<file path="src/rtl/uart_pkg.sv">
// Shared types and elaboration-time helpers for the UART transmit path.
package uart_pkg;

  typedef enum logic [1:0] {
    StIdle  = 2'd0,
    StStart = 2'd1,
    StData  = 2'd2,
    StStop  = 2'd3
  } uart_state_e;

  function automatic int unsigned calc_bit_cycles(input int unsigned clk_freq,
                                                  input int unsigned baud_rate);
    return clk_freq / baud_rate;
  endfunction

  // Start bit + data bits + one stop bit.
  function automatic int unsigned calc_frame_cycles(input int unsigned data_width,
                                                    input int unsigned bit_cycles);
    return (data_width + 2) * bit_cycles;
  endfunction

endpackage

</file>
<file path="src/rtl/baud_tick_gen.sv">
// Free-running bit-period counter; restarts from zero whenever a new frame is popped.
module baud_tick_gen #(
  parameter int unsigned BIT_CYCLES = 10
) (
  input  logic clk,
  input  logic reset,
  input  logic clear,
  output logic bit_end
);

  localparam int unsigned CntW = (BIT_CYCLES > 1) ? $clog2(BIT_CYCLES) : 1;
  localparam logic [CntW-1:0] CntLast = CntW'(BIT_CYCLES - 1);

  logic [CntW-1:0] cnt_q, cnt_d;

  assign bit_end = (cnt_q == CntLast);

  always_comb begin
    if (clear || bit_end) begin
      cnt_d = '0;
    end else begin
      cnt_d = cnt_q + 1'b1;
    end
  end

  always_ff @(posedge clk or negedge reset) begin
    if (!reset) begin
      cnt_q <= '0;
    end else begin
      cnt_q <= cnt_d;
    end
  end

endmodule

</file>
<file path="src/rtl/uart_tx_fifo_drain.sv">
// 8N1 UART transmitter that pops words straight from an upstream FIFO whenever it is free.
module uart_tx_fifo_drain
  import uart_pkg::*;
#(
  parameter int unsigned CLK_FREQ   = 100_000_000,
  parameter int unsigned BAUD_RATE  = 9600,
  parameter int unsigned DATA_WIDTH = 8
) (
  input  logic                  clk,
  input  logic                  reset,
  input  logic                  fifo_empty,
  input  logic [DATA_WIDTH-1:0] fifo_rd_data,
  output logic                  fifo_rd,
  output logic                  tx,
  output logic                  tx_busy,
  output logic                  tx_done
);

  localparam int unsigned BIT_CYCLES = calc_bit_cycles(CLK_FREQ, BAUD_RATE);
  localparam int unsigned BitW = (DATA_WIDTH > 1) ? $clog2(DATA_WIDTH) : 1;
  localparam logic [BitW-1:0] BitLast = BitW'(DATA_WIDTH - 1);

  if (BIT_CYCLES < 2) begin : gen_bad_baud
    $error("uart_tx_fifo_drain: CLK_FREQ/BAUD_RATE must be at least 2");
  end

  uart_state_e           state_q, state_d;
  logic [DATA_WIDTH-1:0] shift_q, shift_d;
  logic [BitW-1:0]       bit_cnt_q, bit_cnt_d;
  logic                  tx_q, tx_d;
  logic                  tx_busy_q, tx_busy_d;
  logic                  bit_end;
  logic                  pop;

  baud_tick_gen #(
    .BIT_CYCLES(BIT_CYCLES)
  ) u_baud_tick_gen (
    .clk    (clk),
    .reset  (reset),
    .clear  (pop),
    .bit_end(bit_end)
  );

  // The FIFO is only sampled when idle or in the very last stop cycle.
  assign pop = ((state_q == StIdle) || ((state_q == StStop) && bit_end)) &&
               !fifo_empty && reset;

  assign fifo_rd = pop;
  assign tx_done = (state_q == StStop) && bit_end;
  assign tx      = tx_q;
  assign tx_busy = tx_busy_q;

  always_comb begin
    state_d   = state_q;
    shift_d   = shift_q;
    bit_cnt_d = bit_cnt_q;
    unique case (state_q)
      StIdle: begin
        if (pop) begin
          state_d = StStart;
          shift_d = fifo_rd_data;
        end
      end
      StStart: begin
        if (bit_end) begin
          state_d   = StData;
          bit_cnt_d = '0;
        end
      end
      StData: begin
        if (bit_end) begin
          shift_d = shift_q >> 1;
          if (bit_cnt_q == BitLast) begin
            state_d = StStop;
          end else begin
            bit_cnt_d = bit_cnt_q + 1'b1;
          end
        end
      end
      StStop: begin
        if (pop) begin
          state_d = StStart;
          shift_d = fifo_rd_data;
        end else if (bit_end) begin
          state_d = StIdle;
        end
      end
      default: state_d = StIdle;
    endcase
  end

  // Line level follows the next state so tx changes exactly on bit boundaries.
  always_comb begin
    tx_d = 1'b1;
    case (state_d)
      StStart: tx_d = 1'b0;
      StData:  tx_d = shift_d[0];
      default: tx_d = 1'b1;
    endcase
    tx_busy_d = (state_d != StIdle);
  end

  always_ff @(posedge clk or negedge reset) begin
    if (!reset) begin
      state_q   <= StIdle;
      shift_q   <= '0;
      bit_cnt_q <= '0;
      tx_q      <= 1'b1;
      tx_busy_q <= 1'b0;
    end else begin
      state_q   <= state_d;
      shift_q   <= shift_d;
      bit_cnt_q <= bit_cnt_d;
      tx_q      <= tx_d;
      tx_busy_q <= tx_busy_d;
    end
  end

endmodule

</file>
<file path="config.mk">
export PLATFORM = sky130hd
export DESIGN_NAME = uart_tx_fifo_drain
export DESIGN_NICKNAME = d
export VERILOG_FILES = /design/src/rtl/uart_pkg.sv /design/src/rtl/baud_tick_gen.sv /design/src/rtl/uart_tx_fifo_drain.sv
export SDC_FILE = /design/constraint.sdc
export NUM_CORES = 1
export LEC_CHECK = 0
export CAP_MARGIN = 20
export CORE_MARGIN = 2
export CORE_UTILIZATION = 50
export CTS_CLUSTER_SIZE = 24
export DETAILED_ROUTE_END_ITERATION = 8
export GPL_ROUTABILITY_DRIVEN = 1
export GPL_TIMING_DRIVEN = 0
export PLACE_DENSITY = 0.85
export RECOVER_POWER = 25
export SLEW_MARGIN = 20
export SYNTH_ARGS = -nofsm -noshare
export SYNTH_HDL_FRONTEND = slang
export SYNTH_SLANG_ARGS = --single-unit
</file>
<file path="constraint.sdc">
create_clock -name clk -period 1.9 [get_ports clk]
set_input_delay 0.19 -clock clk [delete_from_list [all_inputs] [get_ports clk]]
set_output_delay 0.19 -clock clk [all_outputs]
set_load 0.01 [all_outputs]
</file>
==> metrics.yaml <==
status:
  run_status: "finished with violations"
  violated_checks: "setup timing"
die:
  ioPinCount: 15
  placementRows: 20
  core_um2: 3100
  die_x_um: 61.6
  start_util_pct: 53.5
  die-height_um: 61.6
  floorplan.die_area_um2: 3800
sta:
  slew_violations: 0
  maxClockFrequency_mhz: 483
  rsz_0062_raised_after_global_routing: "true"
  tightest_slew_ps: 691
  post_route_worst_setup_slack_ps: -169
  setup_violations: 11
  finalSetupTns_ps: -765
  finalHoldViolations: 0
  hold_slack_ps: 424
  min_period_over_period_pct: 109
  worst_clock_skew_ps: 13.3
  period_needed_ps: 2070
  maxSlewHeadroom_pct: 53.9
placed_design:
  place_hpwl_um: 2460
  port_buffers: 14
  dp_cells: 229
  globalplace.congestion: 0.834
synthesis:
  syn_nets: 191
  synth.lib_cells_used.distinct: 43
  syn_std_cell_area_um2: 1660
  synth_edf_count: 0
  mean_instance_size_in_the_synthesized_netlist_um2: 9.71
  synth.yosys.seq_area_share_pct: 43.8
  number_of_synthesized_register_bits: 29
  synth-async-reset-ratio_pct: 100
  synthCells: 171
  synthFlopType: "sky130_fd_sc_hd__dfrtp_1"
  yosys_warnings: 0
power_and_ir_drop:
  netSwitchingPower_uw: 235
  power.leakage_uw: 0.000931
  share_seq_of_total_power_pct: 54.1
  design_internal_power_uw: 904
  power.share.switching_pct: 20.6
  clock_power_share_pct: 42.4
  powerDensity_nw_per_um2: 539
  combinationalPowerShare_pct: 3.5
  vdd_ir_drop_max_mv: 0.387
  total_power_uw: 1140
layout:
  final_cell_count_no_fill: 256
  final_util_pct: 68.1
  areaGrowthSynthToFinish_pct: 27.3
  num_antenna_cells: 0
  nets: 232
  layout_filler_cell_count: 230
  drive_above_1_share_pct: 25.9
hold_path:
  min_delay_path_depth: 3
  holdPathEnd: "shift_q[7]"
  min-delay-path-class: "in -> reg"
  worstHoldStart: "fifo_rd_data[7]"
route:
  detail_route.drc_violations: 0
  drt-wirelength-per-cell_um: 14.8
  detail_route.wirelength_um: 3780
  initialDrtViolationCount: 50
  ant_nets: 0
  via_count: 1382
  vias_per_cell: 5.40
  detailedRoute.firstPassIterationCount: 4
worst_setup_path:
  timing.critical_path.required_ps: 2170
  critical_path.slowest_cell: "sky130_fd_sc_hd__dfrtp_2"
  cp_slowest_stage_delay_ps: 440
  worst_setup_path_end_kind: "register"
  worstReg2RegEnd: "tx"
  cp_cell_sequence: "nor4_4, buf_4, and4_1, buf_6, mux2i_1, o22ai_1, o31a_1, o21a_1"
  worst_r2r_path_depth: 8
  timing_worst_setup_path_type: "reg -> reg"
  ff2ff_setup_slack_ps: -170
  critPathArrivalTime_ps: 2330
  timing.rr.start: "u_baud_tick_gen.cnt_q[4]"
  worst_setup_start_kind: "register"
  critical_path_peak_fanout: 5
global_routing:
  initial_antenna_violation_count: 0
  grt_overflow: 0
  grt_first_pass_wirelength_um: 6130
  groute.usage.overall_pct: 22.5
  pin_count_of_the_biggest_net_entering_global_routing: 29
  grt_pass1_vias: 1346
clock_tree:
  tritoncts: "built"
  clock_pin_slew_worst_setup_and_hold_paths_ps: 100
  insertion_delay_ps: 340
  cts_root_buffer: "sky130_fd_sc_hd__clkbuf_4"
  htreeDepth: 2
  clock_path_buffers: 2
  cts.sink_count: 29
  cts_made_buffers: 5
flow_run:
  cap_viol_max_count: 0
==> how the worst max path moves through the flow <==
stage,slack [ps],cells past startpoint,end,startpoint
6_report,-170,8,tx,u_baud_tick_gen.cnt_q[4]
4_1_cts,-170,8,tx,u_baud_tick_gen.cnt_q[4]
2_1_floorplan,10,8,tx,state_q[0]
3_3_place_gp,-1120,7,tx,reset
5_1_grt,-300,8,tx,u_baud_tick_gen.cnt_q[4]
3_5_place_dp,-220,7,shift_q[6],u_baud_tick_gen.cnt_q[9]
==> power by group through the flow <==
stage,Combinational [uW],Clock [uW],Sequential (uW)
after detailed placement,37.2,0,629
after global routing,44.4,520,617
after global placement,37.5,0,629
after CTS,45.0,492,617
final,39.8,483,617
after floorplan,4.32,0,629
==> placed cells by master, fill, tap and decap left out, types with 4 or more instances in the layout <==
cell                              count
sky130_fd_sc_hd__clkdlybuf4s50_1     11
sky130_fd_sc_hd__nor2_1              22
sky130_fd_sc_hd__inv_2                4
sky130_fd_sc_hd__xnor2_1              4
sky130_fd_sc_hd__clkbuf_4             5
sky130_fd_sc_hd__a21oi_1              6
sky130_fd_sc_hd__xor2_1               8
sky130_fd_sc_hd__buf_4               15
sky130_fd_sc_hd__o21ai_0              8
sky130_fd_sc_hd__nand4_1              4
sky130_fd_sc_hd__nand2_1             24
sky130_fd_sc_hd__dfrtp_1             25
sky130_fd_sc_hd__buf_6                6
sky130_fd_sc_hd__ha_1                 7
sky130_fd_sc_hd__a22oi_1              7
==> final cells by class <==
cell class	instances	area, um^2	area share, %
sequential	29	731	34.6
clock inverter	2	35.0	1.66
multi-input combinational	132	910	43.0
inverter	7	26.3	1.24
timing repair buffer	34	292	13.8
tap	44	55.1	2.61
buffer	3	27.5	1.30
clock buffer	5	37.5	1.78
==> cells in the mapped netlist, drive strengths merged, types with 2 or more instances <==
| cell type | instances | share of area [%] |
|---|---|---|
| a21oi | 6 | 1.8 |
| a22oi | 7 | 3.2 |
| and2 | 3 | 1.1 |
| and3 | 2 | 0.83 |
| and4 | 4 | 2.2 |
| buf | 3 | 1.3 |
| dfrtp | 28 | 42 |
| ha | 9 | 6.8 |
| inv | 7 | 1.6 |
| mux2i | 2 | 1.2 |
| nand2 | 25 | 5.7 |
| nand4 | 4 | 1.5 |
| nor2 | 23 | 5.4 |
| nor2b | 2 | 0.75 |
| o21a | 2 | 0.90 |
| o21ai | 13 | 4.8 |
| o22ai | 3 | 1.1 |
| xnor2 | 4 | 2.1 |
| xor2 | 8 | 4.2 |
==> worst max-delay path, delay by kind of cell (launching register included) <==
kind	cells	cell delay, ps
flip-flops	1	440
multiplexers	1	170
AO/OA/AOI/OAI	3	550
AND/OR/NAND/NOR	2	530
buffers and inverters	2	300
==> repair_timing <==
action	4_1_cts	5_1_grt
pin swaps	4	4
gates cloned	0	1
endpoints found under the hold margin	28	0
gates resized for setup	13	11
buffers inserted	15	3
setup endpoints to repair	14	27
hold buffers	2	0
==> flip-flops by register name, indices dropped and copies added, names as in the netlist <==
name,flops
tx,1
shift_q,8
u_baud_tick_gen.cnt_q,14
state_q,2
tx_busy,1
bit_cnt_q,3
==> metal layers <==
| layer | global-route usage [%] | vias up | wire (um) |
|---|---|---|---|
| met5 | 0 | - | 0 |
| met4 | 9.42 | 0 | 51 |
| met3 | 5.46 | 5 | 216 |
| met2 | 35.9 | 45 | 1900 |
| met1 | 29.3 | 650 | 1610 |
| li1 | - | 682 | - |
==> cell families (layout without fill, tap and decap cells) <==
group	count (synthesis)	after routing	synth area share [%]
adder cells (fa/ha/maj)	9	9	6.78
flip-flops	29	29	43.8
XOR/XNOR	12	12	6.33
AND/OR/NAND/NOR	71	71	21.9
multiplexers	2	2	1.21
buffers and inverters	10	51	2.86
AO/OA/AOI/OAI	38	38	17.2
==> stage by stage <==
step                      instance area (um^2)  setup WS, ps
after floorplan                           1680          11.9
after global placement                    1870         -1120
after detailed placement                  1870          -218
after CTS                                 2080          -167
after global routing                      2110          -302
final                                     2110          -169
(Power assumes the default switching activity.)
